===== src/rtl/cpu_defs_pkg.sv =====
// Shared fetch-path types: address/word aliases, the NOP encoding, byte reversal and the queue entry.
package cpu_defs;

    typedef logic [31:0] addr_t;
    typedef logic [31:0] word_t;

    localparam word_t OP_NOP = 32'h0000_0013;

    typedef struct packed {
        addr_t pc;
        word_t inst;
    } fetch_entry_t;

    // Icache returns little-endian words; the decoder expects them byte-reversed.
    function automatic word_t rev(input word_t w);
        return {w[7:0], w[15:8], w[23:16], w[31:24]};
    endfunction

endpackage


===== src/rtl/if_queue.sv =====
// Circular instruction queue with up to W pushes and W pops per cycle, flush and exact occupancy count.
module if_queue
    import cpu_defs::*;
#(
    parameter  int unsigned W       = 2,
    parameter  int unsigned Q_DEPTH = 8,
    localparam int unsigned NW      = $clog2(W + 1),
    localparam int unsigned CW      = $clog2(Q_DEPTH + 1)
) (
    input  logic                   clk,
    input  logic                   rst_n,
    input  logic                   en,
    input  logic                   flush,
    input  logic [NW-1:0]          push_n,
    input  fetch_entry_t [W-1:0]   push_data,
    input  logic [NW-1:0]          pop_n,
    output fetch_entry_t [W-1:0]   rd_data,
    output logic [W-1:0]           rd_valid,
    output logic [CW-1:0]          count
);

    localparam int unsigned PW = $clog2(Q_DEPTH);

    fetch_entry_t      mem [Q_DEPTH];
    logic [PW-1:0]     head;
    logic [PW-1:0]     tail;
    logic [CW-1:0]     cnt;

    // Separate occupancy counter keeps full/empty exact; pointers wrap naturally (power-of-2 depth).
    always_ff @(posedge clk or negedge rst_n) begin
        if (!rst_n) begin
            head <= '0;
            tail <= '0;
            cnt  <= '0;
        end else if (en) begin
            if (flush) begin
                head <= '0;
                tail <= '0;
                cnt  <= '0;
            end else begin
                head <= head + PW'(pop_n);
                tail <= tail + PW'(push_n);
                cnt  <= cnt + CW'(push_n) - CW'(pop_n);
            end
        end
    end

    always_ff @(posedge clk) begin
        if (en && !flush) begin
            for (int i = 0; i < int'(W); i++) begin
                if (NW'(i) < push_n) begin
                    mem[tail + PW'(i)] <= push_data[i];
                end
            end
        end
    end

    always_comb begin
        for (int j = 0; j < int'(W); j++) begin
            rd_valid[j] = cnt > CW'(j);
            rd_data[j]  = mem[head + PW'(j)];
        end
    end

    assign count = cnt;

endmodule


===== src/rtl/cpu_fetch_buf.sv =====
// N-wide fetch stage: PC, hit-prefix accept, redirect arbitration and decoupling queue to the decoder.
// Optional FETCH_PERF_EN adds stall and redirect counters.
module cpu_fetch_buf
    import cpu_defs::*;
#(
    parameter  int unsigned FETCH_W  = 2,
    parameter  int unsigned Q_DEPTH  = 8,
    parameter  addr_t       RESET_PC = 32'h0,
    localparam int unsigned TAKE_W   = $clog2(FETCH_W + 1)
) (
    input  logic                  clk,
    input  logic                  rst_n,
    input  logic                  rdy,
    output addr_t [FETCH_W-1:0]   ic_pc_out,
    output logic  [FETCH_W-1:0]   ic_en_out,
    input  logic  [FETCH_W-1:0]   ic_hit,
    input  word_t [FETCH_W-1:0]   ic_inst,
    input  logic                  en_jmp0,
    input  addr_t                 jmp_addr0,
    input  logic                  en_jmp1,
    input  addr_t                 jmp_addr1,
    output logic  [FETCH_W-1:0]   dec_valid_out,
    output addr_t [FETCH_W-1:0]   dec_pc_out,
    output word_t [FETCH_W-1:0]   dec_inst_out,
`ifdef FETCH_PERF_EN
    output logic  [31:0]          perf_stall_cnt,
    output logic  [31:0]          perf_redir_cnt,
`endif
    input  logic  [TAKE_W-1:0]    dec_take
);

    localparam int unsigned CW = $clog2(Q_DEPTH + 1);

    addr_t                     pc;
    logic [CW-1:0]             q_count;
    logic [CW-1:0]             free;
    logic [TAKE_W-1:0]         hit_n;
    logic [TAKE_W-1:0]         acc_n;
    logic [TAKE_W-1:0]         valid_n;
    logic [TAKE_W-1:0]         take_n;
    logic                      run;
    logic                      redirect;
    addr_t                     target;
    fetch_entry_t [FETCH_W-1:0] push_data;
    fetch_entry_t [FETCH_W-1:0] rd_data;
    logic [FETCH_W-1:0]        rd_valid;

    assign free     = CW'(Q_DEPTH) - q_count;
    assign redirect = en_jmp0 | en_jmp1;
    assign target   = (en_jmp0 ? jmp_addr0 : jmp_addr1) & ~32'h3;

    // Contiguous hit prefix, limited by queue space; also clamps decoder take to what is visible.
    always_comb begin
        hit_n = '0;
        run   = 1'b1;
        for (int i = 0; i < int'(FETCH_W); i++) begin
            run = run & ic_hit[i];
            if (run) hit_n = hit_n + TAKE_W'(1);
        end
        acc_n   = (CW'(hit_n) > free) ? TAKE_W'(free) : hit_n;
        valid_n = (q_count > CW'(FETCH_W)) ? TAKE_W'(FETCH_W) : TAKE_W'(q_count);
        take_n  = (dec_take > valid_n) ? valid_n : dec_take;
    end

    always_comb begin
        for (int i = 0; i < int'(FETCH_W); i++) begin
            ic_pc_out[i]         = pc + 32'(4 * i);
            ic_en_out[i]         = free > CW'(i);
            push_data[i].pc      = pc + 32'(4 * i);
            push_data[i].inst    = rev(ic_inst[i]);
            dec_valid_out[i]     = rd_valid[i];
            dec_pc_out[i]        = rd_valid[i] ? rd_data[i].pc : '0;
            dec_inst_out[i]      = rd_valid[i] ? rd_data[i].inst : OP_NOP;
        end
    end

    always_ff @(posedge clk or negedge rst_n) begin
        if (!rst_n) begin
            pc <= RESET_PC;
        end else if (rdy) begin
            if (redirect) pc <= target;
            else          pc <= pc + (32'(acc_n) << 2);
        end
    end

    if_queue #(
        .W       (FETCH_W),
        .Q_DEPTH (Q_DEPTH)
    ) u_queue (
        .clk       (clk),
        .rst_n     (rst_n),
        .en        (rdy),
        .flush     (redirect),
        .push_n    (redirect ? '0 : acc_n),
        .push_data (push_data),
        .pop_n     (take_n),
        .rd_data   (rd_data),
        .rd_valid  (rd_valid),
        .count     (q_count)
    );

    always_ff @(posedge clk) begin
        if (rst_n && rdy && !redirect) begin
            assert (dec_take <= valid_n)
                else $error("cpu_fetch_buf: dec_take %0d exceeds visible entries %0d", dec_take, valid_n);
        end
    end

`ifdef FETCH_PERF_EN
    always_ff @(posedge clk or negedge rst_n) begin
        if (!rst_n) begin
            perf_stall_cnt <= '0;
            perf_redir_cnt <= '0;
        end else if (rdy) begin
            if (redirect)             perf_redir_cnt <= perf_redir_cnt + 32'd1;
            else if (acc_n == '0)     perf_stall_cnt <= perf_stall_cnt + 32'd1;
        end
    end
`endif

endmodule


===== config.mk =====
export PLATFORM = sky130hd
export DESIGN_NAME = cpu_fetch_buf
export DESIGN_NICKNAME = d
export VERILOG_FILES = /design/src/rtl/cpu_defs_pkg.sv /design/src/rtl/if_queue.sv /design/src/rtl/cpu_fetch_buf.sv
export SDC_FILE = /design/constraint.sdc
export NUM_CORES = 1
export LEC_CHECK = 0
export CAP_MARGIN = 15
export CORE_UTILIZATION = 52
export CTS_CLUSTER_SIZE = 20
export DETAILED_ROUTE_END_ITERATION = 6
export GPL_TIMING_DRIVEN = 1
export PLACE_DENSITY = 0.77
export SETUP_SLACK_MARGIN = 0.1
export SYNTH_ARGS = -nofsm -noshare
export SYNTH_HDL_FRONTEND = slang
export SYNTH_HIERARCHICAL = 1
export SYNTH_SLANG_ARGS = --single-unit

===== constraint.sdc =====
create_clock -name clk -period 7 [get_ports clk]
set_input_delay 1.4 -clock clk [delete_from_list [all_inputs] [get_ports clk]]
set_output_delay 1.4 -clock clk [all_outputs]
set_load 0.05 [all_outputs]

==> impl_metrics.csv <==
group,metric,value,unit
critical_path,r2r_cells,12,
critical_path,cp_max_fo,21,
global_route,use_met3,5.351,%
timing,drv_slew,0,
timing,max_freq,161.4,MHz
yosys,synth-compound-area-share,2.654,%
placed_design,dp_slack,1.217,ns
critical_path,crit_arrival,4.80,ns
cts,insertion_delay,0.64,ns
cts,clock_tree.buffer_depth,3,
global_route,track_usage,30.17,%
yosys,yosys_warnings,6,
floorplanning,dieHeight,259.3,µm
drt,antenna_left,0,
critical_path,crit_path_start_kind,"flip-flop",
global_route,groute.layer.met2.usage,51.37,%
yosys,muxShareOfSynthArea,36.57,%
cts,cts_root_buf,"clkbuf_16",
yosys,synth_area_leaders,"edfxtp_1 45%, mux2_2 17%, mux4_2 17%",
yosys,synth_top_family_by_area,"multiplexers",
global_route,busiest_layer,"met2",
yosys,yosys.area_share.simple,7.612,%
placed_design,place_hpwl,59360,µm
flow_run,maxCapViolations,0,
timing,skew,0.02987,ns
worst_hold_path,min_path_cells,2,
yosys,synth_fa_ha_area_share,1.091,%
yosys,synth-xor-area-share,0.8361,%
yosys,ys.flop_type,"edfxtp_1",
cts,h-tree-depth,2,
yosys,netlist_instances,2328,
cts,cts_tree,"yes",
floorplanning,fp.dieArea,0.06723,mm²
global_route,grt_util_met1,39.09,%
yosys,ys_seq_elements,552,
timing,rsz0062_at_grt,"no",
critical_path,r2r_slack,2.15,ns
yosys,synth_area,0.03442,mm²
floorplanning,die_w,259.3,µm
critical_path,reg2reg_to,"u_queue/mem[6][5]",
pwr,p_leak,13.50,nW
critical_path,crit_path_end_kind,"primary output",
drt,drc,0,
yosys,ys_types,81,
floorplanning,design.core.area,0.06493,mm²
global_route,grt_max_degree,67,
cts,cts_hold_buf,0,
final_layout,layout_common_cells,"529 x mux2_2, 512 x edfxtp_1, 322 x clkdlybuf4s50_1",
worst_hold_path,worstHoldPathType,"flip-flop to flip-flop",
final_layout,n_fill_cell,4717,
timing,worst_pin_slew,1.101,ns
placed_design,portBuffers,324,
critical_path,worstSetupPathType,"flip-flop to primary output",
timing,finalSetupTns,0,ns
cts,clock_sinks,552,
yosys,avgSynthCellArea,14.79,µm²
global_route,grt.overflow.total,0,
final_layout,drive_gt1_share,37.71,%
yosys,synth_largest_area_cell,"edfxtp_1",
pwr,cellPowerDensity,336.6,mW/mm²
critical_path,required,5.60,ns
cts,ctsResizeCount,0,
yosys,ys_async_sr_fraction,7.246,%
global_route,antenna_found_initial,13,
status,status,"finished, final reports clean",
drt,firstDrtPassIters,6,
yosys,synth_edf_count,512,
global_route,grt_pass1_wl,150300,µm
floorplanning,start_util,53.01,%
cts,cts_made_buffers,59,
drt,num_vias,23000,
drt,via_per_inst,6.555,
yosys,synth_top_cell_area_share,44.67,%
drt,routed_wl,101300,µm
floorplanning,rows,93,
timing,worst_slack,0.8050,ns
timing,finalHoldViolCount,0,
timing,finalSetupViolations,0,
floorplanning,pin_count,333,
timing,finalCriticalPeriod,6.195,ns
yosys,yosysSeqAreaShare,47.58,%
timing,period_share,88.50,%
placed_design,place_congestion,0.8863,
final_layout,final_nets,2766,
drt,drtIter0Drc,2345,
cts,clkSlewWorstSetupHoldPaths,0.07,ns
critical_path,timing.rr.start,"u_queue/count[0]",
global_route,grt_pass1_vias,23850,
timing,relSlewSlack,26.63,%
final_layout,final_common_cell,"mux2_2",
worst_hold_path,hold-path-endpoint,"u_queue/tail[1]",
final_layout,area_growth,16.91,%
pwr,vdd_drop_max,0.0003132,V
worst_hold_path,worstHoldStart,"u_queue/tail[1]",
drt,wl_per_cell,28.88,µm
cts,postCtsSetupRepairBufs,0,
timing,fin_hold_ws,0.6473,ns
## cells in the mapped netlist, types with 3 or more instances
cell and count:
a21o_1 4, a21oi_1 17, a22o_1 14, a22oi_1 5, a31oi_1 4, and2_1 125
and3_1 4, and4_1 6, buf_1 7, buf_2 64, buf_4 27, buf_6 29
clkbuf_1 66, dfrtp_1 40, edfxtp_1 512, fa_1 5, ha_1 22, inv_1 32
mux2_2 529, mux2_4 49, mux2i_1 13, mux4_2 256, nand2_1 229, nand2b_1 14
nand3_1 23, nand4_1 14, nand4b_1 3, nor2_1 29, nor2b_1 6, nor3_1 18
nor4_1 6, o211ai_1 11, o21ai_0 25, o21bai_1 3, o22a_1 3, o22ai_1 12
o311ai_0 5, o31ai_1 5, or3_1 10, or4_1 6, xnor2_1 11, xor2_1 20
## worst max-delay path by stage
stage              start                  to  slack [ns]  depth (start not counted)
6_report           pc[4]       ic_pc_out[60]        0.80                          5
5_1_grt            pc[4]       ic_pc_out[60]        0.67                          5
4_1_cts            pc[4]       ic_pc_out[60]        0.84                          5
3_5_place_dp   ic_hit[0]  u_queue/mem[6][58]        1.22                         11
3_3_place_gp   ic_hit[0]   u_queue/mem[6][9]        1.27                         11
2_1_floorplan    en_jmp1   u_queue/mem[7][0]       -1.33                          8
## registers in the layout, summed over array words and instances (netlist names)
signal	cells
u_queue/mem	512
u_queue/count	4
u_queue/tail	3
u_queue/head	3
pc	30
## critical path: stages (launching register included)
cell and delay [ns]:
dfrtp_1 0.92, nand3_2 0.33, or4_1 0.72, nor3_1 0.61, xor2_1 0.58, clkdlybuf4s50_1 1.00
## layout make-up
cell class | count | area [µm²] | area share, %
multi-input cells | 1583 | 17130 | 42.58
flip-flops and latches | 552 | 16390 | 40.72
repair buffers | 372 | 3681 | 9.148
clock buffers | 72 | 1568 | 3.896
well taps | 855 | 1070 | 2.659
clock inverters | 36 | 262.8 | 0.6530
inverters | 34 | 128.9 | 0.3203
diodes | 4 | 10.01 | 0.02487
## where the power goes
part / total [mW] / switching [mW] / internal [mW]
sequential: 3.94 / 0.236 / 3.70
combinational: 6.57 / 3.92 / 2.66
clock: 3.04 / 1.31 / 1.72
## cell families (layout without fill, tap and decap cells)
kind of cell | Yosys count | after routing
multiplexers | 847 | 847
flip-flops | 552 | 552
AND/OR/NAND/NOR | 511 | 511
buffers and inverters | 228 | 514
AO/OA/AOI/OAI | 130 | 130
XOR/XNOR | 32 | 32
adder cells (fa/ha/maj) | 27 | 27
other | 1 | 40
## metal layers
layer / up-vias / share of wire (%)
li1: 9681 / -
met1: 11800 / 37
met2: 1269 / 50
met3: 228 / 9.2
met4: 18 / 3.2
met5: - / 0.12
## metrics by stage
| stage | cells | util [%] | cell area [µm²] | power (mW) |
|---|---|---|---|---|
| floorplan | 2363 | - | 34560 | 8.527 |
| global placement | 3395 | 59.13 | 38390 | 10.46 |
| detailed placement | 3395 | 59.13 | 38390 | 10.56 |
| CTS | 3503 | 61.95 | 40220 | 13.58 |
| global route | 3504 | 61.96 | 40230 | 14.03 |
| finish | 3508 | 61.97 | 40240 | 13.55 |
Note: power is estimated with default switching activity, not from simulation.
